==> src/rtl/music_pkg.sv <==
// Shared definitions for the song transport: state encoding, tempo codes and
// the beat-length divisor derived from a tempo select.
package music_pkg;

    localparam int DIV_W          = 28;
    localparam int BEAT_W_DEFAULT = 12;

    typedef enum logic [1:0] {
        ST_IDLE  = 2'd0,
        ST_PLAY  = 2'd1,
        ST_PAUSE = 2'd2,
        ST_DONE  = 2'd3
    } seq_state_t;

    localparam logic [1:0] SPEED_HALF   = 2'd0;
    localparam logic [1:0] SPEED_NORMAL = 2'd1;
    localparam logic [1:0] SPEED_DOUBLE = 2'd2;
    localparam logic [1:0] SPEED_QUAD   = 2'd3;

    // Shorter divisors can truncate to zero, which would stall the beat; floor at 1.
    function automatic logic [DIV_W-1:0] div_from_speed(input logic [1:0]       speed,
                                                        input logic [DIV_W-1:0] tick_div);
        logic [DIV_W-1:0] div;
        case (speed)
            SPEED_HALF:   div = tick_div << 1;
            SPEED_NORMAL: div = tick_div;
            SPEED_DOUBLE: div = tick_div >> 1;
            default:      div = tick_div >> 2;
        endcase
        if (div == '0) div = DIV_W'(1);
        return div;
    endfunction

endpackage

==> src/rtl/beat_prescaler.sv <==
// Beat-length prescaler: counts clock cycles within a beat and flags the last one.
// The divisor is refreshed only on clear or at a beat boundary.
module beat_prescaler
    import music_pkg::*;
#(
    parameter logic [DIV_W-1:0] TICK_DIV = DIV_W'(12_500_000)
) (
    input  logic       clk,
    input  logic       rst_n,
    input  logic       run,
    input  logic       clear,
    input  logic [1:0] speed,
    output logic       tick
);

    logic [DIV_W-1:0] count;
    logic [DIV_W-1:0] div_q;

    assign tick = run && !clear && (count == div_q - DIV_W'(1));

    always_ff @(posedge clk or negedge rst_n) begin
        if (!rst_n) begin
            count <= '0;
            div_q <= div_from_speed(SPEED_NORMAL, TICK_DIV);
        end else if (clear || tick) begin
            count <= '0;
            div_q <= div_from_speed(speed, TICK_DIV);
        end else if (run) begin
            count <= count + DIV_W'(1);
        end
    end

endmodule

==> src/rtl/beat_sequencer.sv <==
// Transport controller: turns play/pause/stop commands into a beat index and
// play enable for the note table. Requires SONG_LEN < 2**BEAT_W.
module beat_sequencer
    import music_pkg::*;
#(
    parameter int unsigned TICK_DIV = 12_500_000,
    parameter int unsigned SONG_LEN = 64,
    parameter int          BEAT_W   = BEAT_W_DEFAULT
) (
    input  logic              clk,
    input  logic              rst_n,
    input  logic              play_pulse,
    input  logic              pause_pulse,
    input  logic              stop_pulse,
    input  logic              loop_en,
    input  logic [1:0]        speed,
    output logic [BEAT_W-1:0] beat_num,
    output logic              en,
    output logic              tick,
    output logic              done_pulse,
    output logic [1:0]        state
);

    localparam logic [BEAT_W-1:0] LAST_BEAT = BEAT_W'(SONG_LEN - 1);
    localparam logic [BEAT_W-1:0] END_BEAT  = BEAT_W'(SONG_LEN);

    seq_state_t        cur_state, next_state;
    logic [BEAT_W-1:0] beat_next;
    logic              tick_next, done_next, en_next;
    logic              presc_run, presc_clear, presc_tick;

    // The prescaler sits at zero outside PLAY/PAUSE so a fresh start always gets a full first beat.
    assign presc_clear = stop_pulse || (cur_state == ST_IDLE) || (cur_state == ST_DONE);
    assign presc_run   = (cur_state == ST_PLAY) && !pause_pulse && !stop_pulse;

    beat_prescaler #(
        .TICK_DIV (DIV_W'(TICK_DIV))
    ) u_prescaler (
        .clk   (clk),
        .rst_n (rst_n),
        .run   (presc_run),
        .clear (presc_clear),
        .speed (speed),
        .tick  (presc_tick)
    );

    always_comb begin
        next_state = cur_state;
        beat_next  = beat_num;
        tick_next  = 1'b0;
        done_next  = 1'b0;
        if (stop_pulse) begin
            next_state = ST_IDLE;
            beat_next  = '0;
        end else begin
            case (cur_state)
                ST_IDLE: begin
                    beat_next = '0;
                    if (play_pulse) next_state = ST_PLAY;
                end
                ST_PLAY: begin
                    if (pause_pulse) begin
                        next_state = ST_PAUSE;
                    end else if (presc_tick) begin
                        tick_next = 1'b1;
                        if (beat_num != LAST_BEAT) begin
                            beat_next = beat_num + BEAT_W'(1);
                        end else if (loop_en) begin
                            beat_next = '0;
                        end else begin
                            beat_next  = END_BEAT;
                            next_state = ST_DONE;
                            done_next  = 1'b1;
                        end
                    end
                end
                ST_PAUSE: begin
                    if (play_pulse && !pause_pulse) next_state = ST_PLAY;
                end
                ST_DONE: begin
                    if (play_pulse) begin
                        next_state = ST_PLAY;
                        beat_next  = '0;
                    end
                end
                default: next_state = ST_IDLE;
            endcase
        end
        en_next = (next_state == ST_PLAY) || (next_state == ST_DONE);
    end

    always_ff @(posedge clk or negedge rst_n) begin
        if (!rst_n) begin
            cur_state  <= ST_IDLE;
            beat_num   <= '0;
            en         <= 1'b0;
            tick       <= 1'b0;
            done_pulse <= 1'b0;
        end else begin
            cur_state  <= next_state;
            beat_num   <= beat_next;
            en         <= en_next;
            tick       <= tick_next;
            done_pulse <= done_next;
        end
    end

    assign state = cur_state;

endmodule

==> config.mk <==
export PLATFORM = sky130hd
export DESIGN_NAME = beat_sequencer
export DESIGN_NICKNAME = d
export VERILOG_FILES = /design/src/rtl/music_pkg.sv /design/src/rtl/beat_prescaler.sv /design/src/rtl/beat_sequencer.sv
export SDC_FILE = /design/constraint.sdc
export NUM_CORES = 1
export LEC_CHECK = 0
export CAP_MARGIN = 20
export CORE_UTILIZATION = 35
export CTS_CLUSTER_DIAMETER = 200
export CTS_CLUSTER_SIZE = 8
export DETAILED_ROUTE_END_ITERATION = 10
export PLACE_DENSITY = 0.53
export SYNTH_ARGS = -nofsm -noshare
export SYNTH_HDL_FRONTEND = slang
export SYNTH_SLANG_ARGS = --single-unit
==> constraint.sdc <==
create_clock -name clk -period 3.1 [get_ports clk]
set_input_delay 0.62 -clock clk [delete_from_list [all_inputs] [get_ports clk]]
set_output_delay 0.62 -clock clk [all_outputs]
set_load 0.05 [all_outputs]
# [After elaboration in Yosys (flattened, before gate mapping)]
# Cells that the tools add are included.
[totals] in_bits=8 regBits=73 out_inout_bits=17 elab_cells=71
[classes] mux=30 eq_ne=12 n_reduce_logical=19 add_sub_neg=3
[ops] cell="$mux W28" n=4
[ops] cell="$pmux W25 S3" n=1
[ops] cell="$mux W12" n=5
[ops] cell="$pmux W12 S3" n=1
[ops] cell="$add A28 B1 Y28 const B" n=1
[ops] cell="$eq A28 B28 Y1" n=1
[ops] cell="$logic_not A28 Y1" n=1
[ops] cell="$sub A28 B1 Y28 const B" n=1
[ops] cell="$mux W2" n=7
[ops] cell="$add A12 B1 Y12 const B" n=1
[ops] cell="$ne A12 B6 Y1 const B" n=1
[ops] cell="$mux W1" n=10
[ops] cell="$eq A2 B2 Y1 const B" n=4
[ops] cell="$mux W7" n=1
[ops] cell="$eq A2 B1 Y1 const B" n=3
[ops] cell="$ne A3 B3 Y1 const B" n=2
[ops] cell="$pmux W2 S3" n=1
[ops] cell="$logic_and A1 B1 Y1" n=5
[ops] cell="$logic_not A2 Y1" n=2
[ops] cell="$logic_or A1 B1 Y1" n=4
[ops] cell="$reduce_and A4 Y1" n=1
[ops] cell="$reduce_bool A4 Y1" n=1
[ops] cell="$logic_not A1 Y1" n=3
[ops] cell="$ne A3 B2 Y1 const B" n=1
[ops] cell="2 further kinds" n=2

# [Depth between registers and ports, before layout]
[logic_depth] depth_word=12 mapped_depth=10 mapped_depth_nobuf=9

# [Modules after synthesis]
# From an unflattened synthesis, not the netlist that was laid out.
[unflattened] cells_unflattened=336 hier_area_um2=3278.1
[by_module_without_submodules] module="beat_prescaler" n_inst=1 seq_area_each_um2=982.2 cells_per_inst=222 area_per_inst_um2=2222.1
[by_module_without_submodules] module="beat_sequencer" n_inst=1 seq_area_each_um2=400.4 cells_per_inst=114 area_per_inst_um2=1056.0

# [Least setup slack after synthesis]
# OpenSTA, ideal clock, no wires.
[synth_path] path_kind="register to register" from="reg en (netlist name)" to="reg u_prescaler.div_q[9]" path_stages_with_launch=8 required_ns=2.975 path_slack_ns=0.409 n_path_buf=0 setup_time_ns=0.125 synth_period_minus_slack_ns=2.691 arrival_ns=2.566 cell_sequence="dfrtp_1 > ha_1 > nor3b_4 > nand3_2 > nor4_1 > and4b_4 > a21bo_4 > mux2_2"
[synth_rtl] item="end signal, assigned" line_no="beat_prescaler.sv:24" source="div_q <= div_from_speed(SPEED_NORMAL, TICK_DIV);"
[synth_rtl] item="end signal, assigned" line_no="beat_prescaler.sv:27" source="div_q <= div_from_speed(speed, TICK_DIV);"
[synth_rtl] item="end, declared" line_no="beat_prescaler.sv:17" source="logic [DIV_W-1:0] div_q;"

# [Final worst setup path]
[layout_path] from="reg u_prescaler.div_q[8]" to="reg u_prescaler.div_q[9]"
[layout_via] elab_chain_len=4
[layout_lines] item="$sub A28 B1 Y28" line_no="beat_prescaler.sv:19" source="assign tick = run && !clear && (count == div_q - DIV_W'(1));"
[layout_lines] item="$eq A28 B28 Y1" line_no="beat_prescaler.sv:19"
[layout_lines] item="$logic_and A1 B1 Y1" line_no="beat_prescaler.sv:19"
[layout_lines] item="$logic_or A1 B1 Y1" line_no="beat_prescaler.sv:25" source="end else if (clear || tick) begin"
# No other way between the ends.
# A chain may end at the register's enable or synchronous reset.

==> flow_summary.yaml <==
status:
  status: "complete, no violations"
global_routing:
  grt_pass1_wl_um: 12690
  antenna_found_initial: 0
  grt.total_usage_pct: 16.47
  grt_start_max_net_pins: 40
  grt-ovfl-total: 0
  first_global_vias: 2497
cts:
  htreeDepth: 2
  post_cts_buffers: 0
  clock-sinks: 55
  cts.repair.resized: 0
  path_clk_slew_ns: 0.12
  clock-root-buffer: "clkbuf_8"
  cts_tree: "done"
  cts_hold_buf: 0
  clockBufferDepth: 2
  cts_buffers: 5
  clock_latency_ns: 0.32
sta:
  finalSetupViolCount: 0
  setup_tns_ns: 0
  hold_viol: 0
  fmax_ghz: 0.3636
  fin_skew_ns: 0.01592
  period_needed_ns: 2.750
  finalWorstSetupSlack_ns: 0.3498
  rsz0062_at_grt: "false"
  drv_slew: 0
  relSlewSlack_pct: 65.06
  worst_pin_slew_ns: 0.5200
  finalCritPeriodShare_pct: 88.72
critical_path:
  critPathKind: "register to register"
  max_stage_delay_ns: 0.50
  critPathRequiredTime_ns: 3.31
  worstSetupStartpointType: "register"
  cp_common_cell: "mux2_2"
  path_buf_inv: 1
  crit_fanout: 13
  rr_worst_depth: 8
  critPathTopFamily: "multiplexers"
  end_kind: "register"
  cp_num_cells: 8
  arrival_ns: 2.96
  path_cells: "inv_1 > ha_1 > nand2_1 > mux2_2 > o21ai_0 > and4b_4 > a21bo_4 > mux2_2"
  slowest_stage: "dfrtp_1"
floorplanning:
  start_util_pct: 36.28
  die_h_um: 97.31
  die_area_um2: 9469
  ios: 25
  core_area_um2: 8763
  rows: 34
  fp.dieW_um: 97.31
power:
  pwr_density_cell_nw_per_um2: 422.3
  ir_worst_vdd_mv: 0.1886
  leakage_nw: 1.451
  power_mw: 1.539
yosys:
  synthArstFlopShare_pct: 100.0
  synth.distinct_cells: 50
  synth_cells: 342
  ys_ff_latch: 55
  yosysWarnings: 0
  ys_seq_area_share_pct: 43.49
  synth-main-ff-cell: "dfrtp_1"
  syn_area_um2: 3179
  syn_area_per_cell_um2: 9.296
  synthesis.nets: 357
  synth-edff-count: 0
place:
  dpl-instance-area_um2: 3548
  place_ws_ns: 0.1067
  io_buffers: 24
  place.gp.congestion: 0.7893
  hpwl_um: 5419
drt:
  via_per_inst: 5.308
  drt_first_pass_iters: 4
  wire_per_inst_um: 15.53
  routed_wl_um: 7456
  drc: 0
  drt_iter0_drc: 96
  vias: 2548
  postRouteAntennaNets: 0
hold_path:
  hp-class: "input pin to asynchronous set/reset pin"
final_layout:
  area_growth_syn_to_layout_pct: 14.64
  drive_above_1_share_pct: 9.946
  n_antenna_cell: 0
  nets: 386
  final_area_um2: 3645
  nFillCells: 858
flow_run:
  cap_violations: 0
==> cell usage in the layout, fill, tap and decap left out, types with 13 or more instances in the layout <==
| master | synthesis | routed |
|---|---|---|
| a21oi_1 | 13 | 13 |
| clkdlybuf4s50_1 | 0 | 23 |
| dfrtp_1 | 50 | 50 |
| inv_1 | 13 | 13 |
| nand2_1 | 20 | 20 |
| nand3_1 | 28 | 28 |
| nor2_1 | 46 | 46 |
| o21ai_0 | 24 | 24 |
| xnor2_1 | 17 | 17 |
| xor2_1 | 21 | 21 |
==> per-stage QoR <==
step,std cells,hold slack (ns),utilization [%]
after floorplan,342,0.3244,-
after global placement,472,0.5050,40.49
after detailed placement,472,0.5043,40.49
after CTS,480,0.2184,41.59
after global routing,480,0.2129,41.59
final,480,0.2009,41.59
==> routing by layer <==
layer	vias to the layer above	share of wire, %	global-route usage, %
met5	-	0	0
met4	0	0.67	3.394
met3	5	4.1	2.446
met2	53	45	26.49
met1	1233	50	23.58
li1	1257	-	-
==> flip-flops by register name (all words and copies together), names as in the netlist <==
| register | flops |
|---|---|
| u_prescaler.div_q | 11 |
| en | 1 |
| done_pulse | 1 |
| state | 1 |
| beat_num | 12 |
| tick | 1 |
| u_prescaler.count | 28 |
==> kinds of logic (layout without fill, tap and decap cells) <==
logic type	Yosys count	count (layout)	share of synthesized area [%]
flops	55	55	43.49
fa+ha+maj	7	7	2.755
compound gates	59	59	11.73
buf+inv	25	55	4.329
mux	3	3	1.023
simple gates	155	155	26.21
xor+xnor	38	38	10.47
==> final timing paths <==
kind | end | startpoint | slack, ns
setup reg to reg | u_prescaler.div_q[9]$_DFFE_PN0N_ | u_prescaler.div_q[8]$_DFFE_PN0N_ | 0.35
hold / removal | u_prescaler.count[21]$_DFFE_PN0P_ | rst_n | 0.20
setup / recovery | u_prescaler.div_q[9]$_DFFE_PN0N_ | u_prescaler.div_q[8]$_DFFE_PN0N_ | 0.35
max in group asynchronous | u_prescaler.div_q[15]$_DFFE_PN1N_ | rst_n | 2.02
hold reg to reg | u_prescaler.div_q[15]$_DFFE_PN1N_ | u_prescaler.div_q[15]$_DFFE_PN1N_ | 0.53
min in group clk | u_prescaler.div_q[15]$_DFFE_PN1N_ | u_prescaler.div_q[15]$_DFFE_PN1N_ | 0.53
==> layout make-up <==
class                   count  area [um^2]  share of cell area (%)
multi-input cells         262         1659                   45.52
flip-flops and latches     55         1383                   37.93
repair buffers             34        322.8                   8.857
well taps                 108        135.1                   3.708
clock buffers               5        68.82                   1.888
inverters                  13        48.80                   1.339
clock inverters             3        27.53                  0.7552
==> synthesized netlist by cell type (2+ instances only) <==
cell      instances  share of area (%)
nand3_1          28                4.4
or3_1             6                1.2
a22oi_1           2               0.47
xor2_1           21                5.8
nor3_1            9                1.4
nor2b_1           5               0.98
ha_1              7                2.8
xnor2_1          17                4.7
o21ai_1           3               0.47
dfstp_2           5                4.1
nor2_1           46                5.4
mux2_2            2               0.71
a21oi_1          13                2.0
buf_2             5               0.79
nand4_1           9                1.8
and2_1            2               0.39
dfrtp_1          50                 39
nand2b_1          3               0.59
a211oi_1          2               0.47
and3_1            7                1.4
buf_6             4                1.4
inv_1            13                1.5
buf_4             2               0.47
nand2_1          20                2.4
o31ai_1           4               0.94
o22ai_1           2               0.39
nor4_1            6                1.2
and4_1            3               0.83
o21ai_0          24                3.8
o22ai_2           2               0.79
==> where the power goes <==
part	leakage, nW	internal (mW)	switching, mW
logic	0.666	0.128	0.184
registers	0.739	0.747	0.0423
clock network	0.0467	0.168	0.269
total	1.45	1.04	0.496
No activity file was read; power rests on OpenSTA's default activity.
==> patch 1, RTL diff (same flow settings) <==
The output `done_pulse` loses its register stage (`done_pulse` becomes a continuous assignment).
--- a/src/rtl/beat_sequencer.sv
+++ b/src/rtl/beat_sequencer.sv
@@ -96,5 +96,4 @@
             en         <= 1'b0;
             tick       <= 1'b0;
-            done_pulse <= 1'b0;
         end else begin
             cur_state  <= next_state;
@@ -102,7 +101,8 @@
             en         <= en_next;
             tick       <= tick_next;
-            done_pulse <= done_next;
         end
     end
+
+    assign done_pulse = done_next;
 
     assign state = cur_state;
Check against the original RTL: no difference found for any inputs over 10 cycles, from zero or initial values and one cycle with rst_n low; that may be too few to reach the edited logic, so the function may still have changed.
==> patch 1 against the unedited design <==
Final area grew 2.2%. Synthesized area is 0.79% lower. Worst hold slack improved by 0.092 ns. Highest routed layer unchanged. Critical path type is now flop to output port. Global-route usage fell by 0.54 points. Sequential cell count is 1 lower. Non-clock buffer count is 10 higher. Power down 1.2%. Cell count up 1.9%. Fmax is 7.8% lower. Worst setup slack got worse by 0.23 ns. Routed wire length decreased by 2.9%.
==> patch 1: results (changes against the unedited design) <==
* Synth Net Count at 356 (-0.28%)
* Nets at 395 (+2.3%)
* Worst EP arrival at 2.36 ns (-0.60 ns)
* Fraction of area in multi-input gates at 0.455 (about the same)
* Setup Skew at 0.00807 ns (-0.00785 ns)
* Dpl cells at 477 (+1.1%)
* Top cells by count, synth: dfrtp_1, nor2_1, nand3_1
* DR vias at 2516 (-1.3%)
* Avg Synthesized Cell Area at 9.25 sq um (-0.50%)
* Post-CTS resize count at 1 (+1)
* Post-DP HPWL at 5240 microns (-3.3%)
* CTS clk-pin slew, worst paths at 0.10 ns (-0.02 ns)
* Worst hold margin at 0.293 ns (+0.0917 ns)
* Layout cells sized above 1 at 0.142 (+0.0423)
* WL per Instance at 14.8 microns (-4.7%)
* Starting DRT DRC Count at 85 (-11%)
* Worst Path Max Fanout at 3 (-10)
* Gp weighted congestion at 0.802 (+1.6%)
* Global-route usage over all layers at 0.159 (-0.00545)
* Status: finished clean
* Top cells by area, synth: dfrtp_1, xor2_1, nor2_1
* Main flop type after synthesis: dfrtp_1
* Largest net degree at the start of global routing at 32 (-20%)
* Layout fillers at 850 (-0.93%)
* Bufs w/o clock at 44 (+29%)
* Slew of the pin with the lowest slew margin at 0.548 ns (+0.0283 ns)
* Highest Clock Rate at 335 MHz (-7.8%)
* R2R Setup Slk at 0.55 ns (+0.20 ns)
* Register area at 1360 sq um (-1.7%)
* Part of the Yosys area used for sequential elements at 0.430 (-0.00448)
* First-pass GRT wire length at 12300 microns (-3.0%)
* Data buffer area share at 0.106 (+0.0175)
* Peak supply drop at 0.186 mV (-1.2%)
* Leak Pwr at 0.00150 uW (+3.2%)
* Clock latency on the worst-skew pair at 0.30 ns (-0.02 ns)
* CP max stage delay at 0.37 ns (-0.13 ns)
* Vias per cell at 5.15 (-3.1%)
* CP top delay family: simple AND/OR/NAND/NOR gates
* Clk sink count at 54 (-1.8%)
* Int Pwr at 1060 uW (+1.3%)
## patch 1: layer usage
layer / part of all wire / vias to the layer above / GRT usage
li1: - / 1271 / -
met2: 0.47 / 32 / 0.254
met5: 0 / - / 0
met1: 0.50 / 1205 / 0.227
met3: 0.027 / 8 / 0.0253
met4: 0.0098 / 0 / 0.0356
## patch 1: stage by stage
step | total power (uW) | utilization
floorplan | 1010 | -
CTS | 1520 | 0.421
global placement | 1100 | 0.409
detailed placement | 1110 | 0.409
global route | 1600 | 0.427
finish | 1520 | 0.427
## patch 1: power by group through the flow
stage	logic [uW]	registers (uW)	clock network, uW
final	340	769	411
after global routing	373	774	449
after CTS	329	770	425
after detailed placement	322	784	0
after global placement	321	783	0
after floorplan	224	784	0
## patch 1: logic make-up (layout without fill, tap and decap cells)
logic type               after synthesis  in the layout  share of synthesized area
flip-flops                            54             54                      0.430
AO/OA/AOI/OAI                         59             59                      0.118
multiplexers                           3              3                     0.0103
AND/OR/NAND/NOR                      155            155                      0.264
buffers and inverters                 25             65                     0.0436
adder cells (fa/ha/maj)                7              7                     0.0278
XOR/XNOR                              38             38                      0.106
## patch 1: worst paths after layout
check | startpoint | end | depth (start not counted)
max in group asynchronous | rst_n | u_prescaler.div_q[23]$_DFFE_PN1N_ | 2
hold reg to reg | u_prescaler.div_q[15]$_DFFE_PN1N_ | u_prescaler.div_q[15]$_DFFE_PN1N_ | 2
hold / removal | rst_n | u_prescaler.count[11]$_DFFE_PN0P_ | 1
min in group clk | u_prescaler.div_q[15]$_DFFE_PN1N_ | u_prescaler.div_q[15]$_DFFE_PN1N_ | 2
setup reg to reg | u_prescaler.div_q[8]$_DFFE_PN0N_ | u_prescaler.div_q[9]$_DFFE_PN0N_ | 10
setup / recovery | u_prescaler.div_q[8]$_DFFE_PN0N_ | done_pulse | 9
==> patch 2, RTL diff (same settings) <==
Without the edit above. Set the package constant `DIV_W` to 14 (it was 28).
--- a/src/rtl/music_pkg.sv
+++ b/src/rtl/music_pkg.sv
@@ -3,5 +3,5 @@
 package music_pkg;
 
-    localparam int DIV_W          = 28;
+    localparam int DIV_W          = 14;
     localparam int BEAT_W_DEFAULT = 12;
 
Check against the original RTL: no difference found for any inputs over 10 cycles, from zero or initial values and one cycle with rst_n low; that may be too few to reach the edited logic, so the function may still have changed.
==> patch 2 against the unedited design <==
First-iteration DRC count stayed put. Final area fell by 24%. Power fell by 13%. Clock skew down 0.0060 ns. Non-clock buffer count shrank 3. Sequential share of layout area decreased by 3.2 points. Global-route usage is 0.58 points lower. Synthesized area decreased by 26%. Sequential cell count is 17 lower. Worst setup slack better by 0.042 ns. Routed wire length is 32% lower. Fmax is 1.5% higher. Synthesized cell count fell by 28%. Largest cell class unchanged. Highest routed layer unchanged.
==> patch 2: results (changes against the unedited design) <==
* Avg Synthesized Cell Area at 9.57 sq um (+2.9%)
* CTS buffer count at 5 (unchanged)
* Routed wire length at 5070 microns (-32%)
* Worst EP arrival at 2.93 ns (-0.03 ns)
* Status: finished clean
* Clock latency on the worst-skew pair at 0.30 ns (-0.02 ns)
* Initial antenna violation count at 0 (unchanged)
* Placed inst area at 2660 sq um (-25%)
* Worst Path Max Fanout at 12 (-1)
* Global-route usage over all layers at 0.159 (-0.00580)
* Vias in the first global route at 1799 (-28%)
* Largest net degree at the start of global routing at 39 (-2.5%)
* M2 GR Usage at 0.258 (-0.00707)
* CTS clk-pin slew, worst paths at 0.08 ns (-0.04 ns)
* CP top delay family: simple AND/OR/NAND/NOR gates
* Vias per cell at 5.18 (-2.5%)
* Tmin final at 2.71 ns (-0.0416 ns)
* Async S/R FF share, synth at 1.00 (unchanged)
* Met1 GRT Util at 0.212 (-0.0237)
* R2r endpoint: u_prescaler.div_q[6]$_DFFE_PN0N_
* First-pass GRT wire length at 8810 microns (-31%)
* R2R Setup Slk at 0.39 ns (+0.04 ns)
* Nets at 289 (-25%)
* Top cells by count, synth: dfrtp_1, nor2_1, nand2_1
* Detailed Routing Iterations Pass 1 at 4 (unchanged)
* Worst R2R Path Depth at 7 (-1)
* Post-synth cell types at 51 (+2.0%)
* Top cells by area, synth: dfrtp_1, nor2_1, dfstp_2
* Top flop regs: u_prescaler.count (14), beat_num (12), u_prescaler.div_q (8)
* Part of the Yosys area used for sequential elements at 0.408 (-0.0270)
* Dpl cells at 344 (-27%)
* Final std cells w/o fill at 352 (-27%)
* Setup Skew at 0.00991 ns (-0.00601 ns)
* Met3 GRT Util at 0.0297 (+0.00521)
* Pre-CTS setup slack at 0.187 ns (+0.0801 ns)
* Post-DP HPWL at 3720 microns (-31%)
* Sw Share at 0.341 (+0.0192)
* Synth Net Count at 260 (-27%)
* Layout cells sized above 1 at 0.109 (+0.00963)
* Gp weighted congestion at 0.765 (-3.1%)
* Leak Pwr at 0.00113 uW (-22%)
* Peak supply drop at 0.250 mV (+32%)
* Slew HR at 0.418 (-0.233)
* Min-delay worst type: input pin to asynchronous set/reset pin
* CP max stage delay at 0.47 ns (-0.03 ns)
==> patch 2: metal layers <==
metal	wire, microns	vias up
li1	-	931
met1	2510	870
met2	2380	16
met3	98	5
met4	74	0
met5	0	-
==> patch 2: worst min-delay path by stage <==
stage | startpoint | slack, ns | to | cells after the start
after global placement | u_prescaler.div_q[13]$_DFFE_PN1N_ | 0.47 | u_prescaler.div_q[13]$_DFFE_PN1N_ | 2
final | rst_n | 0.45 | beat_num[10]$_DFFE_PN0P_ | 1
after detailed placement | u_prescaler.div_q[13]$_DFFE_PN1N_ | 0.47 | u_prescaler.div_q[13]$_DFFE_PN1N_ | 2
after CTS | rst_n | 0.49 | beat_num[2]$_DFFE_PN0P_ | 1
after floorplan | rst_n | 0.32 | beat_num[0]$_DFFE_PN0P_ | 0
after global routing | u_prescaler.div_q[13]$_DFFE_PN1N_ | 0.50 | u_prescaler.div_q[13]$_DFFE_PN1N_ | 2
==> patch 2: area by class of cell <==
cell class / instances / area (sq um)
fill: 636 / 3670
multi-input combinational: 189 / 1290
sequential: 38 / 956
timing repair buffer: 31 / 288
tap: 77 / 96.3
clock buffer: 7 / 86.3
inverter: 9 / 33.8
clock inverter: 1 / 5.00
==> patch 2: power groups by stage <==
stage | logic [uW] | registers (uW) | clock network [uW]
CTS | 412 | 570 | 372
floorplan | 281 | 592 | 0
global placement | 408 | 578 | 0
global route | 455 | 576 | 391
finish | 405 | 570 | 360
detailed placement | 411 | 580 | 0
==> patch 2: kinds of logic after synthesis <==
family / count (synthesis) / share of synthesized area
compound gates: 36 / 0.120
xor+xnor: 20 / 0.0747
fa+ha+maj: 7 / 0.0374
buf+inv: 18 / 0.0416
flops: 38 / 0.408
mux: 12 / 0.0545
simple gates: 114 / 0.264
